===== config.mk =====
export PLATFORM = sky130hd
export DESIGN_NAME = mux_nto1_rr
export DESIGN_NICKNAME = d
export VERILOG_FILES = /design/src/rtl/mux_pkg.sv /design/src/rtl/rr_priority_pick.sv /design/src/rtl/mux_nto1_rr.sv
export SDC_FILE = /design/constraint.sdc
export NUM_CORES = 1
export LEC_CHECK = 0
export CAP_MARGIN = 20
export CORE_MARGIN = 3
export CORE_UTILIZATION = 39
export CTS_BUF_LIST = sky130_fd_sc_hd__clkbuf_8
export CTS_CLUSTER_DIAMETER = 30
export DETAILED_ROUTE_END_ITERATION = 8
export HOLD_SLACK_MARGIN = 0.1
export PLACE_DENSITY = 0.91
export SLEW_MARGIN = 40
export SYNTH_ARGS = -nofsm -noshare
export SYNTH_HDL_FRONTEND = slang
export SYNTH_HIERARCHICAL = 1
export SYNTH_SLANG_ARGS = --single-unit

===== constraint.sdc =====
create_clock -name clk -period 3 [get_ports clk]
set_clock_uncertainty 0.2 [all_clocks]
set_input_delay 0.45 -clock clk [delete_from_list [all_inputs] [get_ports clk]]
set_output_delay 0.45 -clock clk [all_outputs]
set_load 0.005 [all_outputs]

===== src/rtl/mux_pkg.sv =====
// Shared constants for the N:1 registered multiplexer and its arbiter.
package mux_pkg;

  // Operating modes of the multiplexer.
  localparam logic MODE_FIXED = 1'b0;
  localparam logic MODE_RR    = 1'b1;

  // Largest channel count the multiplexer is built for.
  localparam int MAX_N = 16;

endpackage


===== src/rtl/rr_priority_pick.sv =====
// Rotate-priority encoder: finds the first requesting index at or after ptr,
// wrapping from N-1 back to 0. Works for any N, not only powers of two.
module rr_priority_pick #(
  parameter  int N     = 4,
  localparam int SEL_W = $clog2(N)
) (
  input  logic [N-1:0]     req,
  input  logic [SEL_W-1:0] ptr,
  output logic [SEL_W-1:0] gnt_idx,
  output logic             gnt_any
);

  logic [SEL_W:0]   sum;
  logic [SEL_W-1:0] idx;

  // Walk the channels starting at ptr; the one-bit-wider sum lets the wrap stay exact for odd N.
  always_comb begin
    gnt_idx = '0;
    gnt_any = 1'b0;
    sum     = '0;
    idx     = '0;
    for (int off = 0; off < N; off++) begin
      sum = {1'b0, ptr} + (SEL_W+1)'(off);
      if (sum >= (SEL_W+1)'(N)) begin
        sum = sum - (SEL_W+1)'(N);
      end
      idx = sum[SEL_W-1:0];
      if (!gnt_any && req[idx]) begin
        gnt_any = 1'b1;
        gnt_idx = idx;
      end
    end
  end

endmodule


===== src/rtl/mux_nto1_rr.sv =====
// N:1 multiplexer with a registered output stage and valid/ready on every side.
// Fixed mode routes the selected channel; round-robin mode arbitrates fairly.
module mux_nto1_rr
  import mux_pkg::*;
#(
  parameter  int WIDTH = 8,
  parameter  int N     = 4,
  localparam int SEL_W = $clog2(N)
) (
  input  logic                 clk,
  input  logic                 rst_n,
  input  logic                 mode,
  input  logic [SEL_W-1:0]     sel,
  input  logic [N*WIDTH-1:0]   in_data,
  input  logic [N-1:0]         in_valid,
  output logic [N-1:0]         in_ready,
  output logic [WIDTH-1:0]     out_data,
  output logic [SEL_W-1:0]     out_chan,
  output logic                 out_valid,
  input  logic                 out_ready
);

  logic [WIDTH-1:0] ch_data [N];
  logic [SEL_W-1:0] rr_ptr;
  logic [SEL_W-1:0] rr_ptr_next;
  logic [SEL_W-1:0] gnt_idx;
  logic [SEL_W-1:0] accept_idx;
  logic             gnt_any;
  logic             sel_ok;
  logic             load;
  logic             accept;

  rr_priority_pick #(.N(N)) u_pick (
    .req     (in_valid),
    .ptr     (rr_ptr),
    .gnt_idx (gnt_idx),
    .gnt_any (gnt_any)
  );

  // The output register can take a word when empty or when its word leaves this cycle;
  // holding reset low blocks every transfer.
  assign load   = rst_n && (!out_valid || out_ready);
  assign sel_ok = ({1'b0, sel} < (SEL_W+1)'(N));
  assign accept = |(in_valid & in_ready);

  // Split the flat input bus into one word per channel.
  always_comb begin
    for (int i = 0; i < N; i++) begin
      ch_data[i] = in_data[i*WIDTH +: WIDTH];
    end
  end

  // Raise at most one ready bit: the selected channel in fixed mode, the granted one in round-robin.
  always_comb begin
    in_ready   = '0;
    accept_idx = '0;
    if (mode == MODE_FIXED) begin
      if (sel_ok) begin
        in_ready[sel] = load;
        accept_idx    = sel;
      end
    end else if (gnt_any) begin
      in_ready[gnt_idx] = load;
      accept_idx        = gnt_idx;
    end
  end

  // The pointer moves just past the winner so it gets lowest priority next time.
  always_comb begin
    rr_ptr_next = rr_ptr;
    if (accept && (mode == MODE_RR)) begin
      if ({1'b0, accept_idx} == (SEL_W+1)'(N-1)) begin
        rr_ptr_next = '0;
      end else begin
        rr_ptr_next = accept_idx + SEL_W'(1);
      end
    end
  end

  // Output stage: capture on accept, drain when the consumer takes the word, drop everything on reset.
  always_ff @(posedge clk) begin
    if (!rst_n) begin
      out_valid <= 1'b0;
      out_data  <= '0;
      out_chan  <= '0;
      rr_ptr    <= '0;
    end else begin
      rr_ptr <= rr_ptr_next;
      if (accept) begin
        out_valid <= 1'b1;
        out_data  <= ch_data[accept_idx];
        out_chan  <= accept_idx;
      end else if (out_ready) begin
        out_valid <= 1'b0;
      end
    end
  end

endmodule


== Yosys cells after proc, flatten, opt, wreduce, memory -nomap -nowiden ==
Cells that the tools add are included.
Storage, ports and cells
  bits in registers: 13
  bits of input ports: 42
  output and inout bits: 15
Cells by class
  $add $sub $neg: 8
  order comparisons: 13
  equal/unequal tests: 1
  muxes and demuxes: 34
  bitwise logic cells: 4
  reduce and logical (&&, ||, !) cells: 14
Operators by type and width (count)
  $mux 2: 11
  $lt 2x3->1 const B: 6
  $bmux 8 s2: 1
  $mux 8: 2
  $and 4x4->4: 3
  $ge 3x3->1 const B: 4
  $mux 1: 12
  $bmux 1 s2: 4
  $mux 4: 2
  $sub 2x1->2 const B: 4
  $logic_and 1x1->1: 7
  $add 2x2->3 const B: 2
  $demux 1 s2: 2
  $ge 2x1->1 const B: 2
  $logic_not 1->1: 4
  $reduce_or 4->1: 1
  $add 2x1->3 const B: 1
  $ge 2x3->1 const B: 1
  $not 2->3: 1
  $add 2x1->2 const B: 1
  $eq 2x2->1 const B: 1
  $reduce_bool 2->1: 1
  $logic_or 1x1->1: 1

== Logic depth before layout (Yosys ltp) ==
Gate-level depths: netlist of run 1.
  depth in word-level cells: 24
  depth in mapped cells: 9
  mapped depth without buffers: 8

== Cells and area by module ==
Netlist of run 1, hierarchy kept.
By module, submodules not included
  mux_nto1_rr: times used 1, cells each 97, area each 924.6 um^2, sequential area each 260.2 um^2
  rr_priority_pick: times used 1, cells each 15, area each 77.6 um^2, sequential area each 0.0 um^2

== Least setup slack after synthesis of run 1 ==
Ideal clock, no wire load.
  path kind: input-to-reg
  start point: input in_valid[1]
  end point: register out_valid
  setup time: 118 ps
  data arrival time: 2034 ps
  slack: 649 ps
  cell stages on the path: 9
  cells stage by stage: inv_1 -> a221o_1 -> a21oi_1 -> and4bb_2 -> o21ai_0 -> a41oi_2 -> buf_6 -> a21oi_1 -> nor2_1
On the way
  word-level cells in the longest chain between the ends: 22
  elaborated cells between the ends (all ways): 34
  classes of those cells: order compare (2); mux (21); bitwise (2); reduce/logical (9)
Ends and longest elaborated chain
  start: declaration: RTL line mux_nto1_rr.sv:15  | input logic [N-1:0] in_valid,
  $bmux 1 s2: RTL line rr_priority_pick.sv:28  | if (!gnt_any && req[idx]) begin
  $mux 1 (implied by the code): RTL line rr_priority_pick.sv:28
  $mux 1: RTL line rr_priority_pick.sv:28
  $logic_not 1->1: RTL line rr_priority_pick.sv:28
  $logic_and 1x1->1: RTL line rr_priority_pick.sv:28
  $mux 1: RTL line rr_priority_pick.sv:28
  $logic_not 1->1: RTL line rr_priority_pick.sv:28
  $logic_and 1x1->1: RTL line rr_priority_pick.sv:28
  (+4 left out)
  net gnt_idx[0]: RTL line mux_nto1_rr.sv:26  | logic [SEL_W-1:0] gnt_idx;
  (+2 left out)
  $mux 1 (implied by the code): RTL line mux_nto1_rr.sv:63  | in_ready[gnt_idx] = load;
  $demux 1 s2 (*): RTL line mux_nto1_rr.sv:63
  $and 4x4->4 (no line) (*)
  $mux 4 (*): RTL line mux_nto1_rr.sv:62  | end else if (gnt_any) begin
  $mux 4 (*): RTL line mux_nto1_rr.sv:57  | if (mode == MODE_FIXED) begin
  $and 4x4->4 (*): RTL line mux_nto1_rr.sv:44  | assign accept = |(in_valid & in_ready);
  $reduce_or 4->1 (*): RTL line mux_nto1_rr.sv:44
  $mux 1 / $reduce_bool 2->1 (equally long branches)
  end signal: assignment: RTL line mux_nto1_rr.sv:83  | out_valid <= 1'b0;
  end signal: assignment: RTL line mux_nto1_rr.sv:90  | out_valid <= 1'b1;
  end signal: assignment: RTL line mux_nto1_rr.sv:94  | out_valid <= 1'b0;
  end: declaration: RTL line mux_nto1_rr.sv:19  | output logic out_valid,
The timed path passes the listed nets; every way through them passes the cells marked *. The select of a mux whose other input is x is not followed.
A chain may end at the register's enable or synchronous reset.

== Worst setup path in the final report of run 1 ==
  start point: input in_valid[1]
  end point: output in_ready[2]
On the way
  word-level cells in the longest chain between the ends: 19
  elaborated cells between the ends (all ways): 30
  classes of those cells: order compare (2); mux (20); bitwise (1); reduce/logical (7)
Ends and longest elaborated chain
  $bmux 1 s2: RTL line rr_priority_pick.sv:28
  $mux 1 (implied by the code): RTL line rr_priority_pick.sv:28
  $mux 1: RTL line rr_priority_pick.sv:28
  $logic_not 1->1: RTL line rr_priority_pick.sv:28
  $logic_and 1x1->1: RTL line rr_priority_pick.sv:28
  $mux 1: RTL line rr_priority_pick.sv:28
  $logic_not 1->1: RTL line rr_priority_pick.sv:28
  $logic_and 1x1->1: RTL line rr_priority_pick.sv:28
  (+4 left out)
  net gnt_idx[0]: RTL line mux_nto1_rr.sv:26
  $lt 2x3->1 (implied by the code) / $ge 2x1->1 (equally long branches): RTL line mux_nto1_rr.sv:63
  $logic_and 1x1->1 (implied by the code): RTL line mux_nto1_rr.sv:63
  $mux 1 (implied by the code): RTL line mux_nto1_rr.sv:63
  $demux 1 s2 (*): RTL line mux_nto1_rr.sv:63
  $and 4x4->4 (no line) (*)
  $mux 4 (*): RTL line mux_nto1_rr.sv:62
  $mux 4 (*): RTL line mux_nto1_rr.sv:57
  end: declaration: RTL line mux_nto1_rr.sv:16  | output logic [N-1:0] in_ready,
Marked as above.

==> out/results.ini, run 1 <==
[outcome]
outcome=completed

[worst_setup_path]
cp.required_ps=2350
cpLargestDelayFamily=buffers and inverters
max_stage_delay_ps=490
critPathBufInv=4
crit_type=in -> out
critPathLaunchType=input pin
cp-end-kind=output pin
path_cells=clkdlybuf4s50_1, inv_1, a221o_1, a21oi_2, buf_4, and4b_1, nor2_2, nor2_1, dlygate4sd2_1
path_max_fanout=3
crit_arrival_ps=2280
slowest_stage=clkdlybuf4s50_1

[cells_and_area]
finalInstanceArea_um2=1668
layout-drive-gt1-share=0.1600
nets=218
nFillCells=162
layout_commonest_cell=clkdlybuf4s50_1
layout_common_cells=clkdlybuf4s50_1, mux2i_1, dfxtp_1
final_util=0.7194
regArea_um2=260.3
antenna_cells=0
multi_input_area_um2=674.4
synthToLayoutAreaGrowth_pct=66.42

[global_routing]
grt_remaining_overflow=0
antenna_found_initial=0
grt_pass1_vias=1172
grt_max_degree=18
grt.total_usage=0.2013
grt_pass1_wl_mm=5.161

[synth]
yosysWarnings=6
synthCells=112
seq_area_frac_synth=0.2597
synth_edf_count=0
yosysUniqueCellTypes=28
synth_top_area_cell=dfxtp_1
postSynthAreaPerCell_um2=8.948
ys_async_sr_fraction=0
synth.top_cell.area_share=0.2597
synth_top_cells_by_area=dfxtp_1, mux2i_1, mux2_2
dominantRegCellSynth=dfxtp_1
ys_ff_latch=13
syn_nets=154
netlist_area_um2=1002

[clock_network]
clock_latency_ps=230
clk_pin_slew_worst_paths_ps=50
cts_tree=yes
cts_hold_buf=0
root_buffer=clkbuf_8
cts_max_level=1
clockBufferDepth=2
numCtsBuffers=3
clock-sinks=13

[routing]
drtPass1Iterations=3
wl_per_cell_um=14.89
drc=0
routed_wl_mm=3.022
vias=1092
viasPerCell=5.379
drt_iter0_markers=15
ant_nets=0

[timing]
max_freq_mhz=340.9
relSlewSlack=0.6295
finalHoldViolations=0
tightest_slew_ps=555.7
setup_viol=0
rsz0062_at_grt=false
finalCritPeriodShare=0.9779
period_minus_slack_ps=2934
slew_violations=0

[die]
core-area_um2=2318
die_y_um=56.69
io_pins=57
dieArea_um2=3214
die_w_um=56.69
row_count=17
initial_core_util=0.4323

[pwr]
p_sw_frac=0.2757
p_seq_frac=0.344
peakVddDrop_uv=410.3
p_int_mw=0.4395
power_per_cell_area_nw_per_um2=363.9
p_comb_frac=0.415
p_sw_mw=0.1673
pwr-share-clk=0.241
cellLeakagePower_nw=0.7333

[flow_run]
max_cap_viol_count=0

[place]
gp_congestion=0.8726
dpl_cell_area_um2=1580
dpl.hpwl_mm=2.343
io_buffers=56

[hold_path]
hold_path_class=reg -> reg

## per-stage QoR
step	TNS (ps)	worst slack (ps)	instances	power (mW)	hold slack (ps)
3_5_place_dp	-1075	-201.6	196	0.4501	249.6
4_1_cts	0	7.732	201	0.6022	270.7
6_report	0	66.38	203	0.6069	266.6
5_1_grt	0	10.68	203	0.6420	297.1
3_3_place_gp	-300.8	-98.94	196	0.4394	241.7
2_1_floorplan	0	648.5	112	0.3294	251.1
## metal layers
metal | track usage | share of wire | vias up
met5 | 0 | 0 | -
met4 | 0.07797 | 0.021 | 0
met3 | 0.07356 | 0.098 | 8
met2 | 0.3614 | 0.50 | 52
met1 | 0.2099 | 0.38 | 496
li1 | - | - | 536
## synth_stat cells (2+ instances only)
master / instances
a211oi_1: 3
a21oi_1: 7
and3_1: 2
and4_1: 2
and4b_1: 2
buf_6: 2
dfxtp_1: 13
inv_1: 6
inv_2: 2
mux2_2: 8
mux2i_1: 24
nand2_1: 8
nor2_1: 12
nor3_1: 2
nor3b_1: 2
o21ai_0: 5
## power groups by stage
stage / clock network, mW / logic [mW] / registers (mW)
final: 0.146 / 0.252 / 0.209
after detailed placement: 0 / 0.239 / 0.211
after CTS: 0.149 / 0.245 / 0.209
after global routing: 0.157 / 0.273 / 0.211
after floorplan: 0 / 0.118 / 0.211
after global placement: 0 / 0.231 / 0.209
## cell type report
cell class              instances  share of cell area
inverters                       8             0.01800
flip-flops and latches         13              0.1560
repair buffers                 63              0.3736
clock buffers                   3             0.02476
multi-input cells              87              0.4044
well taps                      28             0.02101
clock inverters                 1            0.002251
## worst min-delay path, cell delays in order, from the launching register on
cell     delay [ps]
dfxtp_1         310
nand2_1          50
mux2i_1          60
## cells by family after synthesis
kind of cell / synth area share
DFF: 0.2597
AOI/OAI and AO/OA: 0.1498
and+or+nand+nor: 0.1835
buffers and inverters: 0.07740
muxes: 0.3296
## sequential cells by signal (all words and copies together) (netlist names)
name / count
rr_ptr: 2
out_data: 8
out_valid: 1
out_chan: 2
## worst paths after layout
| path | start | to | slack, ps | cells past startpoint |
|---|---|---|---|---|
| worst max-delay path | in_valid[1] | in_ready[2] | 70 | 9 |
| worst max register to register | rr_ptr[0]$_SDFFE_PN0P_ | rr_ptr[0]$_SDFFE_PN0P_ | 520 | 9 |
| worst min-delay path | out_data[1]$_SDFFE_PN0P_ | out_data[1]$_SDFFE_PN0P_ | 270 | 2 |
| worst min register to register | out_data[1]$_SDFFE_PN0P_ | out_data[1]$_SDFFE_PN0P_ | 270 | 2 |
## timing repair
item,in CTS,in global routing
gates resized for setup,7,2
endpoints found under the setup margin,4,9
pin swaps,4,3
setup buffers,1,2
(Power assumes the default switching activity.)
==> run 2, diff against run 1 <==
- PLACE_DENSITY: 0.91 -> default
- PLACE_DENSITY_LB_ADDON: default -> 0.12
- REMOVE_ABC_BUFFERS: default -> 1
==> out/results.ini, run 2 (synthesis gave the netlist of run 1 again) <==
[clock_network]
clk_pin_slew_worst_paths_ps=60
clockBufferDepth=2
cts_tree=yes
clock-sinks=13
root_buffer=clkbuf_8
cts_max_level=1
cts_hold_buf=0
clock_latency_ps=240
numCtsBuffers=3

[cells_and_area]
top_register=out_data
antenna_cells=0
layout-drive-gt1-share=0.1854
synthToLayoutAreaGrowth_pct=69.79
nets=221
reg.largest.list=out_data (8), out_chan (2), rr_ptr (2)
final_util=0.7339
nFillCells=187
largest_reg_flops=8
layout_common_cells=clkdlybuf4s50_1, mux2i_1, dfxtp_1
layout_commonest_cell=clkdlybuf4s50_1

[die]
initial_core_util=0.4323
core-area_um2=2318
die_y_um=56.69
dieArea_um2=3214
die_w_um=56.69
row_count=17
io_pins=57

[pwr]
cellLeakagePower_nw=0.7680
p_total_mw=0.6254
peakVddDrop_uv=323.8
power_per_cell_area_nw_per_um2=367.5

[hold_path]
hold_path_class=reg -> reg

[worst_setup_path]
crit_type=in -> out
crit_arrival_ps=2330
cp.required_ps=2350
cp-end-kind=output pin
critPathLaunchType=input pin
path_max_fanout=4

[timing]
rsz0062_at_grt=true
finalHoldViolations=0
period_minus_slack_ps=2980
tns_ps=0
setup_viol=0
max_freq_mhz=335.6
timing.hold.ws_ps=260.3
layout_setup_ws_ps=20.45
tightest_slew_ps=404.9
relSlewSlack=0.7292
finalCritPeriodShare=0.9932
slew_violations=0

[global_routing]
grtUsageMet1=0.2335
grt.total_usage=0.2033
grt_pass1_vias=1190
top_usage_layer=met2
grt_remaining_overflow=0
grt_pass1_wl_mm=5.278
antenna_found_initial=0
grtUsageMet2=0.3779
grt_max_degree=18
grtUsageMet3=0.04598

[outcome]
outcome=completed

[routing]
vias=1078
ant_nets=0
drtPass1Iterations=4
drc=0
routed_wl_mm=3.206
viasPerCell=5.233
wl_per_cell_um=15.56
drt_iter0_markers=50

[flow_run]
max_cap_viol_count=0

[place]
io_buffers=56
gp_congestion=0.8954
dpl.hpwl_mm=2.464
dp_worst_setup_slack_ps=-150.2

run 2: cell types whose count changed in the layout (fill, tap and decap cells not counted):
cell | before | now
dlygate4sd2_1 | 4 | 3
clkdlybuf4s50_1 | 51 | 50
clkinv_2 | 0 | 1
a21oi_1 | 5 | 4
inv_1 | 7 | 6
a21oi_2 | 3 | 4
buf_4 | 6 | 9
dlymetal6s2s_1 | 1 | 3
run 2: stage by stage:
stage / instances / cell area (um2)
after floorplan: 108 / 954.7
after global placement: 197 / 1588
after detailed placement: 197 / 1588
after CTS: 202 / 1648
after global routing: 206 / 1702
final: 206 / 1702
run 2: final timing paths:
path                            cells past startpoint                startpoint                  endpoint  slack [ps]
worst min register to register                      2  out_data[2]$_SDFFE_PN0P_  out_data[2]$_SDFFE_PN0P_         260
worst min-delay path                                2  out_data[2]$_SDFFE_PN0P_  out_data[2]$_SDFFE_PN0P_         260
worst max register to register                     10    rr_ptr[0]$_SDFFE_PN0P_    rr_ptr[1]$_SDFFE_PN0P_         480
worst max-delay path                                9               in_valid[1]               in_ready[2]          20
run 2: power by group:
| group | switching, mW | leakage (nW) | internal, mW |
|---|---|---|---|
| clock | 0.0665 | 0.0255 | 0.0918 |
| sequential | 0.0141 | 0.107 | 0.194 |
| combinational | 0.0982 | 0.636 | 0.160 |
run 2: cell type report:
type	instances	area, um2	area share
Multi-Input combinational cell	87	678.2	0.3985
Timing Repair Buffer	66	651.9	0.3831
Clock buffer	3	41.29	0.02426
Inverter	8	30.03	0.01765
Sequential cell	13	260.3	0.1529
Tap cell	28	35.03	0.02059
Clock inverter	1	5.005	0.002941
run 2: metal layers:
metal | share of wire | routed length (um)
met5 | 0 | 0
met4 | 0.0022 | 7
met3 | 0.058 | 186
met2 | 0.52 | 1679
met1 | 0.42 | 1333
run 2: critical path, cell delays in order:
cell and delay, ps:
clkdlybuf4s50_1 470, inv_1 70, a221o_1 360, a21oi_2 170, buf_4 140, and4b_1 220
nor2_2 140, nor2_1 50, dlygate4sd2_1 260
run 2: repair_timing:
| action | in CTS | in global routing |
|---|---|---|
| resized for setup | 7 | 4 |
| setup buffers | 1 | 4 |
| endpoints found under the setup margin | 4 | 10 |
| pin swaps | 3 | 2 |
==> run 3, diff against run 2 <==
- CORE_MARGIN: 3 -> 2
- GPL_TIMING_DRIVEN: default -> 0
- REMOVE_ABC_BUFFERS: 1 -> default
==> out/results.ini, run 3 (synthesis gave the netlist of run 1 again) <==
[outcome]
outcome=completed

[die]
initial_core_util=0.4083
die_w_um=54.69
die_y_um=54.69
dieArea_um2=2991
row_count=18
io_pins=57
core-area_um2=2455

[place]
gp_congestion=0.7850
dp_cells=197
dpl.hpwl_mm=2.289
dp_worst_setup_slack_ps=-264.3
io_buffers=55

[cells_and_area]
final_util=0.6764
largest_reg_flops=8
synthToLayoutAreaGrowth_pct=65.67
nets=215
antenna_cells=0
layout_commonest_cell=clkdlybuf4s50_1
top_register=out_data
layout-drive-gt1-share=0.1570
reg.largest.list=out_data (8), out_chan (2), rr_ptr (2)
layout_common_cells=clkdlybuf4s50_1, mux2i_1, dfxtp_1
fin_cells=202

[worst_setup_path]
critPathBufInv=3
path_max_fanout=4
slowest_stage=clkdlybuf4s50_1
critPathLaunchType=input pin
crit_arrival_ps=2230
max_stage_delay_ps=500
cpMostUsedCell=nor2_1
path_cells=dlygate4sd2_1, inv_1, a221o_1, a21oi_2, and4_1, nor2_1, nor2_1, clkdlybuf4s50_1
cp.required_ps=2350
cp-end-kind=output pin
cpLargestDelayFamily=buffers and inverters
crit_type=in -> out

[clock_network]
root_buffer=clkbuf_8
cts_tree=yes
clk_pin_slew_worst_paths_ps=50
cts_hold_buf=0
clockBufferDepth=2
clock-sinks=13
numCtsBuffers=3
cts_max_level=1
clock_latency_ps=240

[global_routing]
grt_pass1_wl_mm=4.629
grt_pass1_vias=1095
grt.total_usage=0.2193
grt_max_degree=11
antenna_found_initial=0
grt_remaining_overflow=0

[timing]
period_minus_slack_ps=2885
rsz0062_at_grt=false
setup_viol=0
layout_setup_ws_ps=115.1
max_freq_mhz=346.6
tightest_slew_ps=505.3
relSlewSlack=0.6631
finalHoldViolations=0
finalCritPeriodShare=0.9616
slew_violations=0
tns_ps=0

[routing]
ant_nets=0
vias=1078
viasPerCell=5.337
routed_wl_mm=2.861
drt_iter0_markers=20
drc=0
wl_per_cell_um=14.16
drtPass1Iterations=4

[hold_path]
hold_path_class=reg -> reg

[flow_run]
max_cap_viol_count=0

[pwr]
peakVddDrop_uv=266.7
power_per_cell_area_nw_per_um2=363.7
cellLeakagePower_nw=0.7271
p_total_mw=0.6038

## run 3: changes by cell type in the layout (fill, tap and decap cells not counted)
cell,delta
a21oi_1,+1
a21oi_2,-1
buf_2,+1
buf_4,-8
buf_6,+2
clkinv_2,-1
dlymetal6s2s_1,-1
inv_1,+1
o221ai_1,-1
o221ai_2,+1
## run 3: repair_timing
| action | in CTS | in global routing |
|---|---|---|
| resized for setup | 7 | 3 |
| hold endpoints to repair | 0 | 0 |
| pin swaps | 1 | 1 |
| setup endpoints to repair | 4 | 3 |
| buffers inserted | 0 | 1 |
## run 3: per-layer routing
metal | vias up | part of all wire | GRT usage
met5 | - | 0 | 0
met3 | 12 | 0.077 | 0.06284
met2 | 54 | 0.52 | 0.4286
met4 | 0 | 0.017 | 0.07917
li1 | 527 | - | -
met1 | 485 | 0.39 | 0.2126
## run 3: path summary, 6_finish.rpt
path	end	cells past startpoint	start	slack, ps
worst max register to register	out_valid$_SDFFE_PN0P_	10	rr_ptr[0]$_SDFFE_PN0P_	390
worst min-delay path	out_data[6]$_SDFFE_PN0P_	2	out_data[6]$_SDFFE_PN0P_	260
worst max-delay path	in_ready[3]	8	in_valid[1]	120
worst min register to register	out_data[6]$_SDFFE_PN0P_	2	out_data[6]$_SDFFE_PN0P_	260
## run 3: where the power goes
part           total (mW)  switching (mW)  internal (mW)
Clock               0.149          0.0591         0.0902
Combinational       0.247          0.0947          0.152
Sequential          0.208          0.0132          0.195
Total               0.604           0.167          0.437
## run 3: layout make-up
class | count | area (um2)
well taps | 30 | 37.54
inverters | 8 | 30.03
clock inverters | 1 | 3.754
multi-input cells | 87 | 680.7
flip-flops and latches | 13 | 260.3
repair buffers | 56 | 559.3
plain buffers | 4 | 47.55
clock buffers | 3 | 41.29
fillers | 216 | 794.5
## run 3: metrics by stage
step	cell area (um2)	hold WS (ps)
2_1_floorplan	1002	251.1
3_3_place_gp	1590	241.9
3_5_place_dp	1590	248.6
4_1_cts	1645	260.8
5_1_grt	1660	279.3
6_report	1660	258.9
## run 3: worst reg2reg max path, stage by stage (launching register included)
cell and delay, ps:
dfxtp_1 400, inv_2 60, a221o_1 350, a21oi_2 200
buf_4 140, and4bb_2 220, o21ai_0 230, a41oi_2 280
buf_6 250, a21oi_1 130, nor2_1 50
